--- config.mk ---
export PLATFORM = sky130hd
export DESIGN_NAME = regfile_flat
export DESIGN_NICKNAME = d
export VERILOG_FILES = /design/src/rtl/regfile_if.sv /design/src/rtl/regfile.sv /design/src/flat_wrapper.sv
export SDC_FILE = /design/constraint.sdc
export NUM_CORES = 2
export LEC_CHECK = 0
export BUFFER_PORTS_ARGS = -buffer_cell sky130_fd_sc_hd__buf_2
export CORE_UTILIZATION = 50
export DETAILED_ROUTE_END_ITERATION = 10
export PLACE_DENSITY = 0.66
export SYNTH_ARGS = -nofsm -noshare
export SYNTH_HDL_FRONTEND = slang
export SYNTH_SLANG_ARGS = --single-unit
--- constraint.sdc ---
create_clock -name clk -period 47.2 [get_ports clk]
set_input_delay 2.36 -clock clk [delete_from_list [all_inputs] [get_ports clk]]
set_output_delay 2.36 -clock clk [all_outputs]
set_load 0.02 [all_outputs]
--- src/rtl/regfile_if.sv ---
// regfile_if: dispatch/ROB-facing bus of the architectural register file.
//   rdy              global enable (state holds when low)
//   iclr             misprediction flush
//   iROB_nick_en/iROB_nick/iROB_nick_regnm     rename allocation
//   iROB_en/iROB_rd_regnm/iROB_rd_dt/iROB_rd_nick   in-order commit
//   iDP_rs1_regnm/iDP_rs2_regnm                 source lookups
//   oDP_rs1_dt/oDP_rs1_nick/oDP_rs2_dt/oDP_rs2_nick  lookup results
// master = ROB/dispatch side (drives requests), slave = register file.
interface regfile_if;
    logic        rdy;
    logic        iclr;
    logic        iROB_nick_en;
    logic [4:0]  iROB_nick;
    logic [4:0]  iROB_nick_regnm;
    logic        iROB_en;
    logic [4:0]  iROB_rd_regnm;
    logic [31:0] iROB_rd_dt;
    logic [4:0]  iROB_rd_nick;
    logic [4:0]  iDP_rs1_regnm;
    logic [4:0]  iDP_rs2_regnm;
    logic [31:0] oDP_rs1_dt;
    logic [4:0]  oDP_rs1_nick;
    logic [31:0] oDP_rs2_dt;
    logic [4:0]  oDP_rs2_nick;

    modport master (
        output rdy, iclr, iROB_nick_en, iROB_nick, iROB_nick_regnm,
               iROB_en, iROB_rd_regnm, iROB_rd_dt, iROB_rd_nick,
               iDP_rs1_regnm, iDP_rs2_regnm,
        input  oDP_rs1_dt, oDP_rs1_nick, oDP_rs2_dt, oDP_rs2_nick
    );

    modport slave (
        input  rdy, iclr, iROB_nick_en, iROB_nick, iROB_nick_regnm,
               iROB_en, iROB_rd_regnm, iROB_rd_dt, iROB_rd_nick,
               iDP_rs1_regnm, iDP_rs2_regnm,
        output oDP_rs1_dt, oDP_rs1_nick, oDP_rs2_dt, oDP_rs2_nick
    );
endinterface

--- src/rtl/regfile.sv ---
// regfile: 32 x 32-bit architectural registers, each with a 5-bit ROB nick
// naming its in-flight producer (0 = value ready).
// Ports:
//   clk  core clock, all state updates on posedge
//   rst  asynchronous active-high reset, clears all values and nicks
//   bus  regfile_if.slave: rename, commit, flush and two source lookups
// Reads are combinational from current state. Register 0 is hardwired to
// value 0 / nick 0.
// Optional feature: define RF_COMMIT_BYPASS_EN to forward a same-cycle commit
// whose nick matches the stored nick straight to the lookup outputs.
module regfile (
    input  logic     clk,
    input  logic     rst,
    regfile_if.slave bus
);

    logic [31:0] dt_q   [32];
    logic [31:0] dt_d   [32];
    logic [4:0]  nick_q [32];
    logic [4:0]  nick_d [32];

    // Lookup of one source register: returns {dt, nick}.
    function automatic logic [36:0] rd_lookup(
        input logic [4:0]  rs,
        input logic [31:0] st_dt,
        input logic [4:0]  st_nick,
        input logic        cm_en,
        input logic [4:0]  cm_regnm,
        input logic [4:0]  cm_nick,
        input logic [31:0] cm_dt
    );
        logic [36:0] res;
        logic        byp;
`ifdef RF_COMMIT_BYPASS_EN
        byp = cm_en && (cm_regnm == rs) && (st_nick == cm_nick);
`else
        byp = 1'b0;
        // Commit inputs are only consumed when forwarding is built in.
        if (cm_en && (cm_regnm == rs) && (cm_nick == st_nick) && (cm_dt == st_dt)) begin
            byp = 1'b0;
        end else begin
            byp = 1'b0;
        end
`endif
        if (rs == 5'd0) begin
            res = {32'd0, 5'd0};
        end else if (byp) begin
            res = {cm_dt, 5'd0};
        end else if (st_nick != 5'd0) begin
            // Pending producer: value is don't-care, driven 0.
            res = {32'd0, st_nick};
        end else begin
            res = {st_dt, 5'd0};
        end
        return res;
    endfunction

    // Next-state: flush clears nicks, commit writes data and retires a
    // matching nick, rename (applied last) wins over a same-cycle commit.
    always_comb begin
        dt_d   = dt_q;
        nick_d = nick_q;
        if (bus.rdy) begin
            if (bus.iclr) begin
                for (int i = 0; i < 32; i++) begin
                    nick_d[i] = 5'd0;
                end
            end else begin
                nick_d = nick_q;
            end
            if (bus.iROB_en && (bus.iROB_rd_regnm != 5'd0)) begin
                dt_d[bus.iROB_rd_regnm] = bus.iROB_rd_dt;
                // Only retire the tag if no younger rename replaced it.
                if (nick_q[bus.iROB_rd_regnm] == bus.iROB_rd_nick) begin
                    nick_d[bus.iROB_rd_regnm] = 5'd0;
                end else begin
                    nick_d[bus.iROB_rd_regnm] = nick_d[bus.iROB_rd_regnm];
                end
            end else begin
                dt_d = dt_q;
            end
            if (bus.iROB_nick_en && !bus.iclr && (bus.iROB_nick_regnm != 5'd0)) begin
                nick_d[bus.iROB_nick_regnm] = bus.iROB_nick;
            end else begin
                dt_d = dt_d;
            end
        end else begin
            dt_d   = dt_q;
            nick_d = nick_q;
        end
    end

    // State registers with asynchronous clear.
    always_ff @(posedge clk or posedge rst) begin
        if (rst) begin
            for (int i = 0; i < 32; i++) begin
                dt_q[i]   <= 32'd0;
                nick_q[i] <= 5'd0;
            end
        end else begin
            dt_q   <= dt_d;
            nick_q <= nick_d;
        end
    end

    // Source operand lookups.
    always_comb begin
        logic [36:0] r1;
        logic [36:0] r2;
        r1 = rd_lookup(bus.iDP_rs1_regnm, dt_q[bus.iDP_rs1_regnm], nick_q[bus.iDP_rs1_regnm],
                       bus.iROB_en && bus.rdy, bus.iROB_rd_regnm, bus.iROB_rd_nick, bus.iROB_rd_dt);
        r2 = rd_lookup(bus.iDP_rs2_regnm, dt_q[bus.iDP_rs2_regnm], nick_q[bus.iDP_rs2_regnm],
                       bus.iROB_en && bus.rdy, bus.iROB_rd_regnm, bus.iROB_rd_nick, bus.iROB_rd_dt);
        bus.oDP_rs1_dt   = r1[36:5];
        bus.oDP_rs1_nick = r1[4:0];
        bus.oDP_rs2_dt   = r2[36:5];
        bus.oDP_rs2_nick = r2[4:0];
    end

endmodule

--- src/flat_wrapper.sv ---
// flat-port wrapper written by rule: the top's interface ports become plain ports
module regfile_flat 
  (clk, rst, bus_rdy, bus_iclr, bus_iROB_nick_en, bus_iROB_nick, bus_iROB_nick_regnm, bus_iROB_en, bus_iROB_rd_regnm, bus_iROB_rd_dt, bus_iROB_rd_nick, bus_iDP_rs1_regnm, bus_iDP_rs2_regnm, bus_oDP_rs1_dt, bus_oDP_rs1_nick, bus_oDP_rs2_dt, bus_oDP_rs2_nick);
  regfile_if bus_i ();
  input  logic clk;
  input  logic rst;
  input wire logic [$bits(bus_i.rdy)-1:0] bus_rdy;
  input wire logic [$bits(bus_i.iclr)-1:0] bus_iclr;
  input wire logic [$bits(bus_i.iROB_nick_en)-1:0] bus_iROB_nick_en;
  input wire logic [$bits(bus_i.iROB_nick)-1:0] bus_iROB_nick;
  input wire logic [$bits(bus_i.iROB_nick_regnm)-1:0] bus_iROB_nick_regnm;
  input wire logic [$bits(bus_i.iROB_en)-1:0] bus_iROB_en;
  input wire logic [$bits(bus_i.iROB_rd_regnm)-1:0] bus_iROB_rd_regnm;
  input wire logic [$bits(bus_i.iROB_rd_dt)-1:0] bus_iROB_rd_dt;
  input wire logic [$bits(bus_i.iROB_rd_nick)-1:0] bus_iROB_rd_nick;
  input wire logic [$bits(bus_i.iDP_rs1_regnm)-1:0] bus_iDP_rs1_regnm;
  input wire logic [$bits(bus_i.iDP_rs2_regnm)-1:0] bus_iDP_rs2_regnm;
  output wire logic [$bits(bus_i.oDP_rs1_dt)-1:0] bus_oDP_rs1_dt;
  output wire logic [$bits(bus_i.oDP_rs1_nick)-1:0] bus_oDP_rs1_nick;
  output wire logic [$bits(bus_i.oDP_rs2_dt)-1:0] bus_oDP_rs2_dt;
  output wire logic [$bits(bus_i.oDP_rs2_nick)-1:0] bus_oDP_rs2_nick;
  assign bus_i.rdy = bus_rdy;
  assign bus_i.iclr = bus_iclr;
  assign bus_i.iROB_nick_en = bus_iROB_nick_en;
  assign bus_i.iROB_nick = bus_iROB_nick;
  assign bus_i.iROB_nick_regnm = bus_iROB_nick_regnm;
  assign bus_i.iROB_en = bus_iROB_en;
  assign bus_i.iROB_rd_regnm = bus_iROB_rd_regnm;
  assign bus_i.iROB_rd_dt = bus_iROB_rd_dt;
  assign bus_i.iROB_rd_nick = bus_iROB_rd_nick;
  assign bus_i.iDP_rs1_regnm = bus_iDP_rs1_regnm;
  assign bus_i.iDP_rs2_regnm = bus_iDP_rs2_regnm;
  assign bus_oDP_rs1_dt = bus_i.oDP_rs1_dt;
  assign bus_oDP_rs1_nick = bus_i.oDP_rs1_nick;
  assign bus_oDP_rs2_dt = bus_i.oDP_rs2_dt;
  assign bus_oDP_rs2_nick = bus_i.oDP_rs2_nick;
  regfile u_core (.clk(clk), .rst(rst), .bus(bus_i));
endmodule
-- Word level (Yosys, flattened, before mapping)
Index checks and enable logic that the tools add are counted.
- flip-flop bits (word level): 1184
- input bits: 68
- output and inout port bits: 74
- word-level logic and storage cells: 127
- $lt $le $gt $ge: 6
- equal/unequal tests: 1
- mux-type cells: 37
- bitwise gates (word level): 6
- reduce and logical (&&, ||, !) cells: 13
- operator list (kind ; number):
    $bwmux W1024 ; 1
    $mux W160 ; 6
    $bmux W32 S5 ; 2
    $bwmux W160 ; 2
    $and A160 B160 Y160 ; 1
    $demux W32 S5 ; 1
    $mux W32 ; 5
    $not A160 Y160 ; 1
    $mux W37 ; 4
    $bmux W5 S5 ; 4
    $demux W5 S5 ; 2
    $mux W5 ; 10
    $ge A6 B6 Y1 const B ; 4
    $not A5 Y6 ; 4
    $reduce_bool A5 Y1 ; 4
    $lt A6 B1 Y1 const B ; 2
    $logic_not A5 Y1 ; 2
    $eq A5 B5 Y1 ; 1
    $logic_and A1 B1 Y1 ; 5
    $reduce_and A2 Y1 ; 1
    $logic_not A1 Y1 ; 1

-- Depth between registers and ports, before layout
- word-level depth: 12
- gate-level depth with buffers: 13
- gate-level depth less buffers: 7

-- Least setup slack after synthesis
OpenSTA, ideal clock, no wires.
- kind: input to output
- start: input bus_iDP_rs1_regnm[1]
- end: output bus_oDP_rs1_dt[10]
- arrival: 5.010 ns
- data required time: 44.840 ns
- path slack: 39.830 ns
- stages: 10
- path buffers: 4
- cell sequence: clkbuf_1 > clkbuf_1 > mux4_2 > mux4_2 > mux2i_1 > nand4_1 > or3_1 > clkbuf_1 > buf_2 > nor2_1
- cells in the longest elaborated chain, start to end: 7
- elaborated cells between the ends (all ways): 11
- classes of those cells: mux (8); bitwise (1); reduce/logical (2)
- ends and longest elaborated chain (what ; RTL line ; text):
    start: declaration ; flat_wrapper.sv:16 ; input wire logic [$bits(bus_i.iDP_rs1_regnm)-1:0] bus_iDP_rs1_regnm;
    $not A5 Y6 (not written as such) ; regfile.sv:110 ; r1 = rd_lookup(bus.iDP_rs1_regnm, dt_q[bus.iDP_rs1_regnm], nick_q[bus.iDP_rs1_regnm],
    $bmux W5 S5 ; regfile.sv:110 ;
    $mux W5 (not written as such) (2 in a row) ; regfile.sv:110 ;
    $reduce_bool A5 Y1 ; regfile.sv:49 ; end else if (st_nick != 5'd0) begin
    $mux W37 ; regfile.sv:49 ;
    $mux W37 (*) ; regfile.sv:45 ; if (rs == 5'd0) begin
    end: declaration ; flat_wrapper.sv:18 ; output wire logic [$bits(bus_i.oDP_rs1_dt)-1:0] bus_oDP_rs1_dt;
Every way passes the cells marked *; elsewhere a longest branch is shown, timed or not. The select of a mux whose other input is x is not followed.

-- Worst setup path after layout
- start: input bus_iDP_rs2_regnm[0]
- end: output bus_oDP_rs2_dt[9]
- cells in the longest elaborated chain, start to end: 7
- elaborated cells between the ends (all ways): 11
- classes of those cells: mux (8); bitwise (1); reduce/logical (2)
- ends and longest elaborated chain (what ; RTL line ; text):
    start: declaration ; flat_wrapper.sv:17 ; input wire logic [$bits(bus_i.iDP_rs2_regnm)-1:0] bus_iDP_rs2_regnm;
    $not A5 Y6 (not written as such) ; regfile.sv:112 ; r2 = rd_lookup(bus.iDP_rs2_regnm, dt_q[bus.iDP_rs2_regnm], nick_q[bus.iDP_rs2_regnm],
    $bmux W5 S5 ; regfile.sv:112 ;
    $mux W5 (not written as such) (2 in a row) ; regfile.sv:112 ;
    $reduce_bool A5 Y1 ; regfile.sv:49 ;
    $mux W37 ; regfile.sv:49 ;
    $mux W37 (*) ; regfile.sv:45 ;
    end: declaration ; flat_wrapper.sv:20 ; output wire logic [$bits(bus_i.oDP_rs2_dt)-1:0] bus_oDP_rs2_dt;
Marks and branches as above.

==> flow_metrics.env <==
export IMPL_required_ns=44.84
export IMPL_min_period_ns=9.81
export IMPL_fin_util_pct=55.1
export IMPL_wl_um=210000
export IMPL_synth_nets=4944
export IMPL_die_area_um2=138000
export IMPL_crit_slowest_cell="buf_4"
export IMPL_overflow=0
export IMPL_cp_max_fo=57
export IMPL_status="completed"
export IMPL_worst_clock_skew_ns=0.0227
export IMPL_ant_nets=0
export IMPL_grt_first_pass_wirelength_um=314000
export IMPL_first_pass_iters=8
export IMPL_drc=0
export IMPL_clock_path_buffers=3
export IMPL_ys_seq_area_share_pct=43.3
export IMPL_cp_arrival_ns=7.45
export IMPL_synth_most_common_cell="dfrtp_1"
export IMPL_slew_violations=0
export IMPL_fmax_mhz=102
export IMPL_fin_area_um2=74700
export IMPL_hold_buffers=0
export IMPL_syn2layout_area_growth_pct=9.22
export IMPL_pin_count=142
export IMPL_start_util_pct=50.4
export IMPL_cts_root_buf="clkbuf_16"
export IMPL_synth_edff_count=0
export IMPL_clkLatencyLatePin_ns=0.80
export IMPL_start_kind="input port"
export IMPL_yosysWarnings=0
export IMPL_cts_sinks=1184
export IMPL_cts_tree="yes"
export IMPL_crit_top_cell="buf_4"
export IMPL_portBuffers=141
export IMPL_yosysTopAreaCellShare_pct=43.3
export IMPL_area_sequential_um2=29600
export IMPL_slew_limit_headroom_pct=15.6
export IMPL_synthArstFlopShare_pct=100
export IMPL_hp_class="flop to flop"
export IMPL_grt_use_total_pct=31.0
export IMPL_tightestPinTransition_ns=1.27
export IMPL_dp_hpwl_um=117000
export IMPL_peakVddDrop_v=0.0000359
export IMPL_gp_congestion=0.952
export IMPL_die_height_um=372
export IMPL_dpl_cell_area_um2=70100
export IMPL_via_count=46000
export IMPL_syn_area_per_cell_um2=14.0
export IMPL_multi_input_area_um2=36600
export IMPL_maxCapViolCount=0
export IMPL_cts_resized=0
export IMPL_n_fill_cell=10900
export IMPL_rows=135
export IMPL_ys_top_cells_by_area="dfrtp_1 43%, mux4_2 25%, mux2_2 16%"
export IMPL_fin_crit_sh_pct=20.8
export IMPL_drive_gt1_share_pct=46.8
export IMPL_grt_max_degree=203
export IMPL_ys_flop_type="dfrtp_1"
export IMPL_rsz0062_at_grt="false"
export IMPL_ys_types=56
export IMPL_numCtsBuffers=135
export IMPL_core_area_um2=136000
export IMPL_antenna_found_initial=10
export IMPL_crit_type="input port to primary output"
export IMPL_hold_violations=0
export IMPL_grt_pass1_vias=45900
export IMPL_wl_per_cell_um=31.9
export IMPL_slowest_delay_ns=0.81
export IMPL_cts_setup_buffers=0
export IMPL_power_density_nw_per_um2=38.3
export IMPL_drtIter0Drc=5430
export IMPL_setup_violations=0
export IMPL_htreeDepth=4
export IMPL_critPathCaptureType="primary output"
export IMPL_netlist_area_um2=68400
export IMPL_path_cells="buf_8, buf_4, buf_4, mux4_2, mux4_2, mux2i_1, nand4_1, or3_2, buf_4, nor2_1, buf_2"
export IMPL_reg2reg_slack_ns=43.80
export IMPL_path_clk_slew_ns=0.06
export IMPL_avgViaCountPerCell=6.99
export IMPL_synth_seq_cells=1184
export IMPL_syn_inst=4876
export IMPL_synth_top_cells_by_count="1184 x dfrtp_1, 993 x mux2_2, 762 x mux4_2"
export IMPL_fp_dieW_um=372
export IMPL_nNetsFinal=4763
export IMPL_timing_setup_tns_ns=0
export IMPL_synth_top_area_cell="dfrtp_1"
export IMPL_power_leakage_nw=32.0
==> state kept, by name, indices dropped and copies added (netlist names) <==
register and cells:
u_core.nick_q 160, u_core.dt_q 1024
==> per-stage QoR <==
step / hold WS, ns / power (mW) / cells / setup WS, ns
final: 0.394 / 2.86 / 6589 / 37.39
after global routing: 0.406 / 2.96 / 6588 / 36.98
after CTS: 0.396 / 2.87 / 6587 / 37.20
after detailed placement: 0.383 / 1.77 / 6339 / 37.21
after global placement: 0.376 / 1.75 / 6339 / 37.24
after floorplan: 0.441 / 1.63 / 4876 / 11.49
==> worst max-delay path, delay by kind of cell <==
kind,cells,cell delay (ns)
multiplexers,3,1.27
AND/OR/NAND/NOR,3,1.02
buffers and inverters,5,2.66
==> layer usage <==
metal,track usage [%],up-vias,share of wire [%]
met5,0,-,0.021
met4,12.9,8,4.5
met3,7.41,499,9.3
met2,46.4,2307,46
met1,43.6,24600,40
li1,-,18600,-
==> final cells by class <==
type                    count  share of cell area, %
flip-flops and latches   1184                   39.6
well taps                1781                   2.98
diodes                      2                0.00670
multi-input cells        3104                   49.0
clock buffers             191                   5.26
repair buffers            221                   1.93
inverters                  49                  0.256
clock inverters            57                  0.946
==> final timing paths <==
path	endpoint	cells after the start	from
min reg2reg	u_core.dt_q[998]	0	u_core.dt_q[998]
max	bus_oDP_rs2_dt[9]	11	bus_iDP_rs2_regnm[0]
min in group asynchronous	u_core.dt_q[408]	2	rst
max reg2reg	u_core.nick_q[123]	8	u_core.nick_q[1]
max in group asynchronous	u_core.dt_q[870]	5	rst
min	u_core.dt_q[998]	0	u_core.dt_q[998]
==> power by group <==
part	internal, mW	total (mW)	switching (mW)
Sequential	1.14	1.25	0.105
Clock	0.647	1.10	0.452
Combinational	0.286	0.515	0.229
==> placed cells by master, fill, tap and decap left out, types with 56 or more instances in the layout <==
cell,n
o21ai_0,206
nand3_1,90
mux4_2,762
clkbuf_16,136
a21oi_1,67
mux2_2,993
nand2_1,105
nor3b_1,56
buf_2,128
mux2i_1,137
buf_4,80
dfrtp_1,1184
nor2_1,264
==> kinds of logic after synthesis <==
group                  count (synthesis)  synth area share [%]
AO/OA/AOI/OAI                        532                  4.96
XOR/XNOR                               3                0.0384
buffers and inverters                588                  3.60
flip-flops                          1184                  43.3
multiplexers                        1893                  43.4
AND/OR/NAND/NOR                      676                  4.66
(Power assumes the default switching activity.)
